--- src/rtl/ccff_loader_pkg.sv ---
// Shared types and default geometry for the ccff stream loader.
package ccff_loader_pkg;

   typedef enum logic [1:0] {
      ST_IDLE  = 2'd0,
      ST_SHIFT = 2'd1,
      ST_FLUSH = 2'd2
   } state_t;

   localparam int DEF_CHAIN_LEN = 16;
   localparam int DEF_WORD_W    = 8;

endpackage

--- src/rtl/ccff_rb_packer.sv ---
// Deserializes bits leaving the chain tail into MSB-first readback words.
module ccff_rb_packer
   import ccff_loader_pkg::*;
#(
   parameter int WORD_W = DEF_WORD_W
) (
   input  logic              prog_clk,
   input  logic              pReset,
   input  logic              bit_valid,
   input  logic              bit_in,
   input  logic              bit_last,
   input  logic              rb_ready,
   output logic [WORD_W-1:0] rb_data,
   output logic              rb_valid,
   output logic              stall
);

   localparam int CW = $clog2(WORD_W + 1);

   logic [WORD_W-1:0] acc_q;
   logic [WORD_W-1:0] acc_next;
   logic [CW-1:0]     cnt_q;
   logic              word_done;

   // A word being accepted this cycle frees the packer for the incoming bit.
   assign stall = rb_valid & ~rb_ready;

   always_comb begin
      acc_next = acc_q;
      for (int i = 0; i < WORD_W; i++) begin
         if (int'(cnt_q) == WORD_W - 1 - i) acc_next[i] = bit_in;
      end
      word_done = bit_valid && ((int'(cnt_q) == WORD_W - 1) || bit_last);
   end

   always_ff @(posedge prog_clk) begin
      if (pReset) begin
         acc_q    <= '0;
         cnt_q    <= '0;
         rb_data  <= '0;
         rb_valid <= 1'b0;
      end else begin
         if (rb_valid && rb_ready) rb_valid <= 1'b0;
         if (bit_valid) begin
            if (word_done) begin
               rb_data  <= acc_next;
               rb_valid <= 1'b1;
               acc_q    <= '0;
               cnt_q    <= '0;
            end else begin
               acc_q <= acc_next;
               cnt_q <= cnt_q + CW'(1);
            end
         end
      end
   end

endmodule

--- src/rtl/ccff_stream_loader.sv ---
// Streams host words into a ccff chain while reading back its previous contents.
//   state    | meaning
//   ST_IDLE  | waiting for start
//   ST_SHIFT | accepting words and shifting the chain
//   ST_FLUSH | waiting for the host to take the final readback word
module ccff_stream_loader
   import ccff_loader_pkg::*;
#(
   parameter int CHAIN_LEN = DEF_CHAIN_LEN,
   parameter int WORD_W    = DEF_WORD_W
) (
   input  logic              prog_clk,
   input  logic              pReset,
   input  logic              start,
   input  logic [WORD_W-1:0] wr_data,
   input  logic              wr_valid,
   output logic              wr_ready,
   output logic [WORD_W-1:0] rb_data,
   output logic              rb_valid,
   input  logic              rb_ready,
   output logic              ccff_head,
   output logic              ccff_clk_en,
   input  logic              ccff_tail,
   output logic              busy,
   output logic              done
);

   localparam int CNT_W = $clog2(CHAIN_LEN + 1);
   localparam int BW    = $clog2(WORD_W + 1);

   state_t            state_q, state_d;
   logic [CNT_W-1:0]  bit_cnt_q;
   logic [CNT_W-1:0]  ld_cnt_q;
   logic [CNT_W-1:0]  ld_left;
   logic [WORD_W-1:0] buf_q;
   logic [BW-1:0]     buf_cnt_q;
   logic [BW-1:0]     ld_bits;
   logic              head_q;
   logic              done_q;
   logic              shift_en;
   logic              last_bit;
   logic              accept;
   logic              pk_stall;

   // A short final word only contributes the bits the chain still needs.
   assign ld_left = CNT_W'(CHAIN_LEN) - ld_cnt_q;
   assign ld_bits = (int'(ld_left) >= WORD_W) ? BW'(WORD_W) : BW'(ld_left);

   always_comb begin
      shift_en = (state_q == ST_SHIFT) && (buf_cnt_q != '0) && !pk_stall &&
                 (bit_cnt_q < CNT_W'(CHAIN_LEN));
      last_bit = (bit_cnt_q == CNT_W'(CHAIN_LEN - 1));
      wr_ready = (state_q == ST_SHIFT) && (ld_cnt_q < CNT_W'(CHAIN_LEN)) &&
                 ((buf_cnt_q == '0) || ((buf_cnt_q == BW'(1)) && shift_en));
      accept   = wr_valid && wr_ready;

      state_d = state_q;
      case (state_q)
         ST_IDLE:  if (start) state_d = ST_SHIFT;
         ST_SHIFT: if (shift_en && last_bit) state_d = ST_FLUSH;
         ST_FLUSH: if (rb_valid && rb_ready) state_d = ST_IDLE;
         default:  state_d = ST_IDLE;
      endcase
   end

   assign ccff_clk_en = shift_en;
   assign ccff_head   = shift_en ? buf_q[WORD_W-1] : head_q;
   assign busy        = (state_q != ST_IDLE);
   assign done        = done_q;

   always_ff @(posedge prog_clk) begin
      if (pReset) begin
         state_q   <= ST_IDLE;
         bit_cnt_q <= '0;
         ld_cnt_q  <= '0;
         buf_q     <= '0;
         buf_cnt_q <= '0;
         head_q    <= 1'b0;
         done_q    <= 1'b0;
      end else begin
         state_q <= state_d;
         done_q  <= (state_q == ST_FLUSH) && (state_d == ST_IDLE);
         if (shift_en) head_q <= buf_q[WORD_W-1];
         if (state_d == ST_IDLE) begin
            bit_cnt_q <= '0;
            ld_cnt_q  <= '0;
            buf_cnt_q <= '0;
         end else begin
            if (shift_en) bit_cnt_q <= bit_cnt_q + CNT_W'(1);
            // A load overrides the shift of the buffer's last bit.
            if (accept) begin
               buf_q     <= wr_data;
               buf_cnt_q <= ld_bits;
               ld_cnt_q  <= ld_cnt_q + CNT_W'(ld_bits);
            end else if (shift_en) begin
               buf_q     <= {buf_q[WORD_W-2:0], 1'b0};
               buf_cnt_q <= buf_cnt_q - BW'(1);
            end
         end
      end
   end

   ccff_rb_packer #(.WORD_W(WORD_W)) u_packer (
      .prog_clk  (prog_clk),
      .pReset    (pReset),
      .bit_valid (shift_en),
      .bit_in    (ccff_tail),
      .bit_last  (last_bit),
      .rb_ready  (rb_ready),
      .rb_data   (rb_data),
      .rb_valid  (rb_valid),
      .stall     (pk_stall)
   );

endmodule

--- config.mk ---
export PLATFORM = sky130hd
export DESIGN_NAME = ccff_stream_loader
export DESIGN_NICKNAME = d
export VERILOG_FILES = /design/src/rtl/ccff_loader_pkg.sv /design/src/rtl/ccff_rb_packer.sv /design/src/rtl/ccff_stream_loader.sv
export SDC_FILE = /design/constraint.sdc
export NUM_CORES = 1
export LEC_CHECK = 0
export ABC_CLOCK_PERIOD_IN_PS = 4050
export CORE_UTILIZATION = 55
export DETAILED_ROUTE_END_ITERATION = 10
export HOLD_SLACK_MARGIN = 0.03
export PLACE_DENSITY = 0.85
export RECOVER_POWER = 50
export REMOVE_ABC_BUFFERS = 1
export SETUP_SLACK_MARGIN = 0.05
export SLEW_MARGIN = 15
export SYNTH_ARGS = -nofsm -noshare
export SYNTH_HDL_FRONTEND = slang
export SYNTH_SLANG_ARGS = --single-unit
--- constraint.sdc ---
create_clock -name prog_clk -period 4.05 [get_ports prog_clk]
set_input_delay 1.0125 -clock prog_clk [delete_from_list [all_inputs] [get_ports prog_clk]]
set_output_delay 1.0125 -clock prog_clk [all_outputs]
set_load 0.01 [all_outputs]
==> impl_metrics.toml, run 1 <==
[status]
status = "complete, but fails checks"
violations = "max-capacitance violations, max-slew violations"

[worst_setup_path]
endpoint_kind = "output pin"
start_kind = "input port"
crit_path_start = "rb_ready"
worstSetupPathType = "in2out"
r2r-start = "ld_cnt_q[1]"
cp.arrival_ns = 2.83
required_ns = 3.04
cp_max_fo = 4

[sta]
maxClockFrequency_mhz = 260.4
fin_setup_tns_ns = 0
worstMarginPinSlew_ns = 1.589
finClkSkew_ns = 0.008420
period_share_pct = 94.84
setup_slack_ns = 0.2091
finalHoldViolCount = 0
rsz0062_at_grt = "no"
fin_crit_ns = 3.841
slew_viol_final = 34
slew_headroom_pct = -5.918
finalSetupViolations = 0

[clock_network]
clk_pin_slew_ns = 0.09
post_cts_buffers = 0
cts_buffers = 5
cts_tree = "built"
holdBufCountCts = 0
htree_levels = 2
cts_buffer_depth = 2
cts_root_buf = "clkbuf_8"
clock_latency_ns = 0.31
cts.sinks = 47

[synthesis]
synth_seq_area_share_pct = 39.70
ys_ff_latch = 47
synth_edf_count = 0
yosysWarnings = 0
synthCells = 276
synth_ff_type = "dfxtp_1"
yosys-top-cells-area = "dfxtp_1, ha_1, mux2i_1"
synth.distinct_cells = 46
yosysMostFrequentCell = "dfxtp_1"
async_reset_ff_share_pct = 0
yosys.area.top_type_share_pct = 39.70
avgSynthCellArea_um2 = 8.586
yosysTopAreaCell = "dfxtp_1"
synthTopCellsByCount = "dfxtp_1, nand2_1, nor2_1, a21oi_1, mux2i_1"
synth_area_mm2 = 0.002370

[floorplanning]
start_util_pct = 58.40
chipHeight_um = 67.64
rows = 23
core_mm2 = 0.004058
die_area_mm2 = 0.004575
pin_count = 28
die_x_um = 67.64

[route]
routedWlPerCell_um = 13.24
viasPerCell = 5.644
ant_nets = 0
wl_mm = 4.646
vias = 1981
drc = 0
drt_first_pass_iters = 4
dr.first_iter.drc_count = 126

[global_routing]
track_usage_pct = 22.64
grt_overflow = 0
grt_first_pass_wirelength_mm = 7.776
grt_pass1_vias = 1776
grt_max_degree = 34
grt_antenna_before_repair = 0

[pwr]
p_leak_nw = 1.078
ir_drop_v = 0.0002327
powerDensity_mw_per_mm2 = 322.3

[layout]
antenna_cells = 0
drive_gt1_share_pct = 8.306
nets = 326
seq_area_um2 = 940.9
multi_input_area_mm2 = 0.001333
fillers = 339
area_growth_pct = 16.95

[run]
drv_cap = 1

[hold_path]
hold_class = "reg2reg"
worstHoldStart = "u_packer.acc_q[1]"

[placement]
port_buffers = 27
hpwl_mm = 3.302
routabilityCongestion = 0.9415
post-place-ws_ns = 0.07608
## power by group
group,leakage (nW),internal [W],switching [W]
sequential,0.380,0.000476,0.0000119
combinational,0.650,0.0000569,0.0000644
clock,0.0483,0.000122,0.000163
total,1.08,0.000654,0.000239
## sequential cells by signal (all words and copies together) (netlist names)
register and flops:
done 1, u_packer.rb_valid 1, buf_q 8, u_packer.rb_data 8, u_packer.cnt_q 4, state_q 2
bit_cnt_q 5, head_q 1, buf_cnt_q 4, u_packer.acc_q 8, ld_cnt_q 5
## worst max-delay path, cell delays in order
cell and delay [ns]:
dlygate4sd3_1 0.55, nor2b_1 0.09, or4_4 0.52, inv_2 0.11, clkdlybuf4s50_1 0.54
## metrics by stage
stage	total power [W]	area [um^2]	util (%)	hold WS (ns)	std cells
after global placement	0.0006176	2685	66.17	0.4367	343
after global routing	0.0009330	2771	68.30	0.4751	351
after detailed placement	0.0006202	2685	66.17	0.4487	343
after floorplan	0.0005715	2307	-	0.4255	260
after CTS	0.0009014	2773	68.33	0.4598	351
final	0.0008931	2771	68.30	0.4595	351
## path summary, 6_finish.rpt
kind	endpoint	slack [ns]	cells after the start
worst min register to register	u_packer.acc_q[1]	0.46	2
worst max register to register	ld_cnt_q[2]	1.05	12
worst max-delay path	ccff_clk_en	0.21	5
worst min-delay path	u_packer.acc_q[1]	0.46	2
## final cells by class
class	instances	area share (%)
multi-input combinational	203	48.08
inverter	10	1.354
sequential	47	33.95
clock buffer	5	2.483
tap	50	2.257
clock inverter	3	0.6772
timing repair buffer	33	11.20
## cell usage in the layout, fill, tap and decap left out, types with 2 or more instances in the layout
cell type	count
a211oi_1	9
a211oi_2	8
a21o_1	2
a21oi_1	25
a31oi_1	2
buf_4	4
clkbuf_1	2
clkbuf_8	5
clkdlybuf4s50_1	13
clkinv_2	2
dfxtp_1	47
dlygate4sd3_1	13
ha_1	12
inv_1	9
mux2i_1	14
nand2_1	33
nand2b_1	4
nand3_1	5
nand4_1	3
nor2_1	32
nor2b_1	3
nor3_1	4
nor3b_1	3
nor4_1	2
nor4b_1	2
o21ai_0	2
o21bai_1	2
or3_1	7
or4_1	3
xnor2_1	5
xor2_1	3
## logic make-up after synthesis
group,Yosys count,share of synthesized area [%]
flip-flops,47,39.70
AND/OR/NAND/NOR,109,22.60
XOR/XNOR,8,2.957
buffers and inverters,26,4.224
AO/OA/AOI/OAI,60,18.27
adder cells (fa/ha/maj),12,6.336
multiplexers,14,5.913
## layer usage
| layer | share of wire (%) | wire length (um) | track usage [%] | vias to the layer above |
|---|---|---|---|---|
| met1 | 45 | 2097 | 27.09 | 902 |
| met3 | 4.5 | 209 | 5.236 | 8 |
| met4 | 1.9 | 88 | 9.574 | 0 |
| met2 | 48 | 2250 | 38.37 | 49 |
| li1 | - | - | - | 1022 |
| met5 | 0 | 0 | 0 | - |
## what timing repair did
action / CTS / global route
resized for setup: 0 / 2
endpoints found under the hold margin: 0 / 0
setup endpoints to repair: 0 / 1
No activity file was read; power rests on OpenSTA's default activity.
==> inputs of run 2 (changes only) <==
- CORE_UTILIZATION: 55 -> 59
- PLACE_DENSITY: 0.85 -> 0.9
==> run 2 against run 1 <==
The run still ends with max-capacitance violations, max-slew violations left. Largest cell class unchanged. Clock skew is 0.0019 ns lower. Routed wire length down 0.52%. Clock-buffer cell count rose by 1. Critical endpoint is now ccff_head. Final cell count down 0.57%. Sequential power about the same. Critical path type unchanged. First-iteration DRC count stayed put. Non-clock buffer count unchanged. Final area is 0.54% lower. Die area fell by 6.6%. Total power down 0.88%. Critical path depth is 2 higher. Fmax down 1.9%.
==> impl_metrics.toml, run 2 (synthesis results as in run 1) <==
[pwr]
powerDensity_mw_per_mm2 = 321.2
p_total_w = 0.0008852
p_leak_nw = 1.051
ir_drop_v = 0.0003568

[clock_network]
holdBufCountCts = 0
cts.sinks = 47
cts_resized = 0
htree_levels = 2
clock_latency_ns = 0.30
cts_buffer_depth = 2
cts_buffers = 5
clk_pin_slew_ns = 0.08
post_cts_buffers = 0
cts_root_buf = "clkbuf_8"
cts_tree = "built"

[layout]
drive_gt1_share_pct = 6.977
final_common_cell = "dfxtp_1"
final_cell_mix = "dfxtp_1, nand2_1, nor2_1, a21oi_1, clkdlybuf4s50_1"
area_growth_pct = 16.31
fillers = 300
antenna_cells = 0
nets = 326
final_area_mm2 = 0.002756
largest_registers = "buf_q x8, u_packer.acc_q x8, u_packer.rb_data x8"

[sta]
rsz0062_at_grt = "no"
setup_slack_ns = 0.1365
slew_headroom_pct = -8.833
fin_crit_ns = 3.914
finalHoldViolCount = 0
finalSetupViolations = 0
fin_setup_tns_ns = 0
slew_viol_final = 34
finClkSkew_ns = 0.006480
period_share_pct = 96.63
maxClockFrequency_mhz = 255.5
worstMarginPinSlew_ns = 1.632

[global_routing]
track_usage_pct = 24.03
grt_pass1_vias = 1842
grt_max_degree = 34
grt_antenna_before_repair = 0
grt_overflow = 0
grt_first_pass_wirelength_mm = 7.810

[route]
drt_first_pass_iters = 4
vias = 1959
drc = 0
viasPerCell = 5.613
dr.first_iter.drc_count = 126
routedWlPerCell_um = 13.24
ant_nets = 0
wl_mm = 4.622

[worst_setup_path]
crit_chain = "clkdlybuf4s50_1 -> nor2b_1 -> or4_1 -> inv_1 -> nand2_1 -> nand2_1 -> clkdlybuf4s50_1"
cp_max_fo = 4
worstSetupPathType = "in2out"
cp.arrival_ns = 2.90
start_kind = "input port"
endpoint_kind = "output pin"
cpPeakStageDelay_ns = 0.54
slowest_stage = "clkdlybuf4s50_1"
required_ns = 3.04

[floorplanning]
chipHeight_um = 65.38
rows = 22
pin_count = 28
start_util_pct = 63.30
die_area_mm2 = 0.004274
core_mm2 = 0.003744
die_x_um = 65.38

[status]
violations = "max-capacitance violations, max-slew violations"
status = "complete, but fails checks"

[run]
drv_cap = 1

[placement]
routabilityCongestion = 0.7907
port_buffers = 27
postPlaceCellArea_mm2 = 0.002683
post-place-ws_ns = 0.1328
hpwl_mm = 3.304

[hold_path]
hold_class = "reg2reg"
==> run 2: changes by cell type in the layout (fill, tap and decap cells not counted), sizes merged <==
cell / previous run / this run
buf: 4 / 3
clkbuf: 7 / 9
clkdlybuf4s50: 13 / 15
clkinv: 2 / 1
clkinvlp: 0 / 1
dlygate4sd3: 13 / 12
dlymetal6s2s: 1 / 0
inv: 11 / 10
==> run 2: where the power goes <==
group / total [W] / switching, W / internal [W]
clock: 0.000277 / 0.000156 / 0.000121
combinational: 0.000121 / 0.0000650 / 0.0000561
sequential: 0.000487 / 0.0000117 / 0.000476
==> run 2: path summary, 6_finish.rpt <==
path	start	endpoint	slack [ns]	depth (start not counted)
max	rb_ready	ccff_head	0.14	7
min	u_packer.acc_q[3]	u_packer.acc_q[3]	0.45	2
min reg2reg	u_packer.acc_q[3]	u_packer.acc_q[3]	0.45	2
max reg2reg	buf_cnt_q[0]	u_packer.rb_data[0]	0.93	9
==> run 2: per-stage QoR <==
| step | util [%] | instances | hold slack, ns |
|---|---|---|---|
| detailed placement | 71.66 | 341 | 0.4457 |
| global route | 73.63 | 349 | 0.4804 |
| floorplan | - | 260 | 0.4255 |
| global placement | 71.66 | 341 | 0.4373 |
| CTS | 73.93 | 349 | 0.4559 |
| finish | 73.63 | 349 | 0.4532 |
==> run 2: routing by layer <==
metal | vias up | GRT usage, % | share of wire (%)
li1 | 1024 | - | -
met4 | 0 | 11.41 | 1.4
met1 | 891 | 26.24 | 44
met3 | 7 | 7.118 | 3.6
met5 | - | 0 | 0
met2 | 37 | 42.14 | 51
==> run 2: layout make-up <==
class | instances | area (um^2) | share of cell area (%)
Timing Repair Buffer | 33 | 304.0 | 11.03
Sequential cell | 47 | 940.9 | 34.14
Inverter | 10 | 37.54 | 1.362
Tap cell | 48 | 60.06 | 2.179
Clock buffer | 6 | 72.57 | 2.633
Clock inverter | 2 | 12.51 | 0.4539
Multi-Input combinational cell | 203 | 1329 | 48.21
==> run 2: critical path: cells and delay by family <==
kind | cells | cell delay, ns
simple gates | 4 | 0.76
buf+inv | 3 | 1.14
==> inputs of run 3 (changes only) <==
- CORE_UTILIZATION: 59 -> 30
- PLACE_DENSITY: 0.9 -> 0.54
==> run 3 against run 2 <==
The flow still finishes with violations (max-capacitance violations, max-slew violations). Final area is 3.5% higher. Clock skew is 0.0030 ns higher. Final cell count is 15% higher. Core utilization is 37 points lower. Clock power is 21% higher. Routed wire length is 9.1% higher. Register-to-register slack better by 0.07 ns. Highest routed layer unchanged.
==> impl_metrics.toml, run 3 (synthesis results as in run 1) <==
[clock_network]
holdBufCountCts = 0
clk_pin_slew_ns = 0.09
cts_root_buf = "clkbuf_8"
cts_buffer_depth = 2
cts_buffers = 5
cts.sinks = 47
post_cts_buffers = 0
cts_tree = "built"
clock_latency_ns = 0.30
htree_levels = 2

[route]
ant_nets = 0
dr.first_iter.drc_count = 55
drc = 0
vias = 1982
routedWlPerCell_um = 12.51
drt_first_pass_iters = 4
viasPerCell = 4.918
wl_mm = 5.041

[pwr]
ir_drop_v = 0.0001691
p_leak_nw = 1.066
powerDensity_mw_per_mm2 = 331.7

[floorplanning]
die_area_mm2 = 0.008258
core_mm2 = 0.007687
pin_count = 28
die_x_um = 90.88
start_util_pct = 30.83
chipHeight_um = 90.88
rows = 32

[layout]
final_cell_mix = "dfxtp_1, nand2_1, nor2_1, a21oi_1, clkdlybuf4s50_1"
nets = 327
antenna_cells = 0
utilization_pct = 37.11
seq_area_um2 = 940.9
area_growth_pct = 20.38
instances_no_fill = 403
largest_registers = "buf_q x8, u_packer.acc_q x8, u_packer.rb_data x8"
multi_input_area_mm2 = 0.001333
fillers = 815
final_common_cell = "dfxtp_1"
final_area_mm2 = 0.002853
drive_gt1_share_pct = 7.641

[sta]
finalSetupViolations = 0
fin_setup_tns_ns = 0
finalHoldViolCount = 0
period_share_pct = 96.04
worstMarginPinSlew_ns = 1.647
rsz0062_at_grt = "no"
fin_crit_ns = 3.890
slew_viol_final = 34
finClkSkew_ns = 0.009465
maxClockFrequency_mhz = 257.1
slew_headroom_pct = -9.773

[worst_setup_path]
cp_max_fo = 4
cpPeakStageDelay_ns = 0.54
worstSetupPathType = "in2out"
endpoint_kind = "output pin"
crit_chain = "clkdlybuf4s50_1 -> nor2b_1 -> or4_4 -> inv_2 -> nand2_1 -> nand2_1 -> clkdlybuf4s50_1"
r2r_slack_ns = 1.00
required_ns = 3.04
start_kind = "input port"
cp.arrival_ns = 2.88
slowest_stage = "clkdlybuf4s50_1"

[placement]
routabilityCongestion = 0.7420
port_buffers = 27
postPlaceCellArea_mm2 = 0.002758
dp_cells = 396
hpwl_mm = 3.496

[global_routing]
grt_pass1_vias = 1853
grt_max_degree = 34
track_usage_pct = 12.91
grt_first_pass_wirelength_mm = 8.645
grt_antenna_before_repair = 0
grt_overflow = 0

[hold_path]
hold_class = "reg2reg"

[status]
violations = "max-capacitance violations, max-slew violations"
status = "complete, but fails checks"

[run]
drv_cap = 1
==> run 3: cell types whose count changed in the layout (fill, tap and decap cells not counted) <==
cell        previous run  this run
buf_4                  3         4
or4_4                  0         1
bufinv_16              0         1
or4_1                  4         3
inv_1                 10         9
clkinv_2               1         0
clkinvlp_4             1         0
inv_2                  0         1
==> run 3: layout make-up <==
type | instances | share of cell area (%)
multi-input cells | 203 | 46.71
flip-flops and latches | 47 | 32.98
inverters | 10 | 1.316
repair buffers | 34 | 10.92
well taps | 102 | 4.474
clock buffers | 6 | 2.544
clock inverters | 1 | 1.053
==> run 3: power by group <==
part | switching (W) | total (W) | leakage, nW | internal (W)
clock network | 0.000154 | 0.000335 | 0.0513 | 0.000181
logic | 0.0000664 | 0.000124 | 0.634 | 0.0000576
registers | 0.0000114 | 0.000487 | 0.380 | 0.000476
==> run 3: worst max-delay path, delay by kind of cell <==
| kind | cells | cell delay, ns |
|---|---|---|
| buffers and inverters | 3 | 1.09 |
| and+or+nand+nor | 4 | 0.76 |
==> run 3: worst paths after layout <==
kind	from	endpoint	cells after the start
max	rb_ready	ccff_head	7
min	u_packer.acc_q[1]	u_packer.acc_q[1]	2
max reg2reg	buf_cnt_q[0]	u_packer.rb_data[0]	9
min reg2reg	u_packer.acc_q[1]	u_packer.acc_q[1]	2
==> run 3: stage by stage <==
stage	power [W]	setup slack (ns)	hold slack, ns
final	0.0009464	0.1602	0.4562
after global routing	0.0009927	0.07407	0.4734
after floorplan	0.0005715	0.5677	0.4255
after CTS	0.0009615	0.08911	0.4585
after detailed placement	0.0006238	0.1026	0.4452
after global placement	0.0006228	0.09395	0.4366
==> run 3: layer usage <==
| layer | part of all wire [%] | vias up | GRT usage [%] |
|---|---|---|---|
| met3 | 2.7 | 7 | 2.778 |
| met1 | 49 | 921 | 16.13 |
| met5 | 0 | - | 0 |
| met4 | 1.3 | 0 | 4.894 |
| li1 | - | 1027 | - |
| met2 | 47 | 27 | 21.65 |
==> run 3: what timing repair did <==
item	CTS	global route
resized for setup	0	1
endpoints found under the setup margin	0	2
endpoints found under the hold margin	0	0
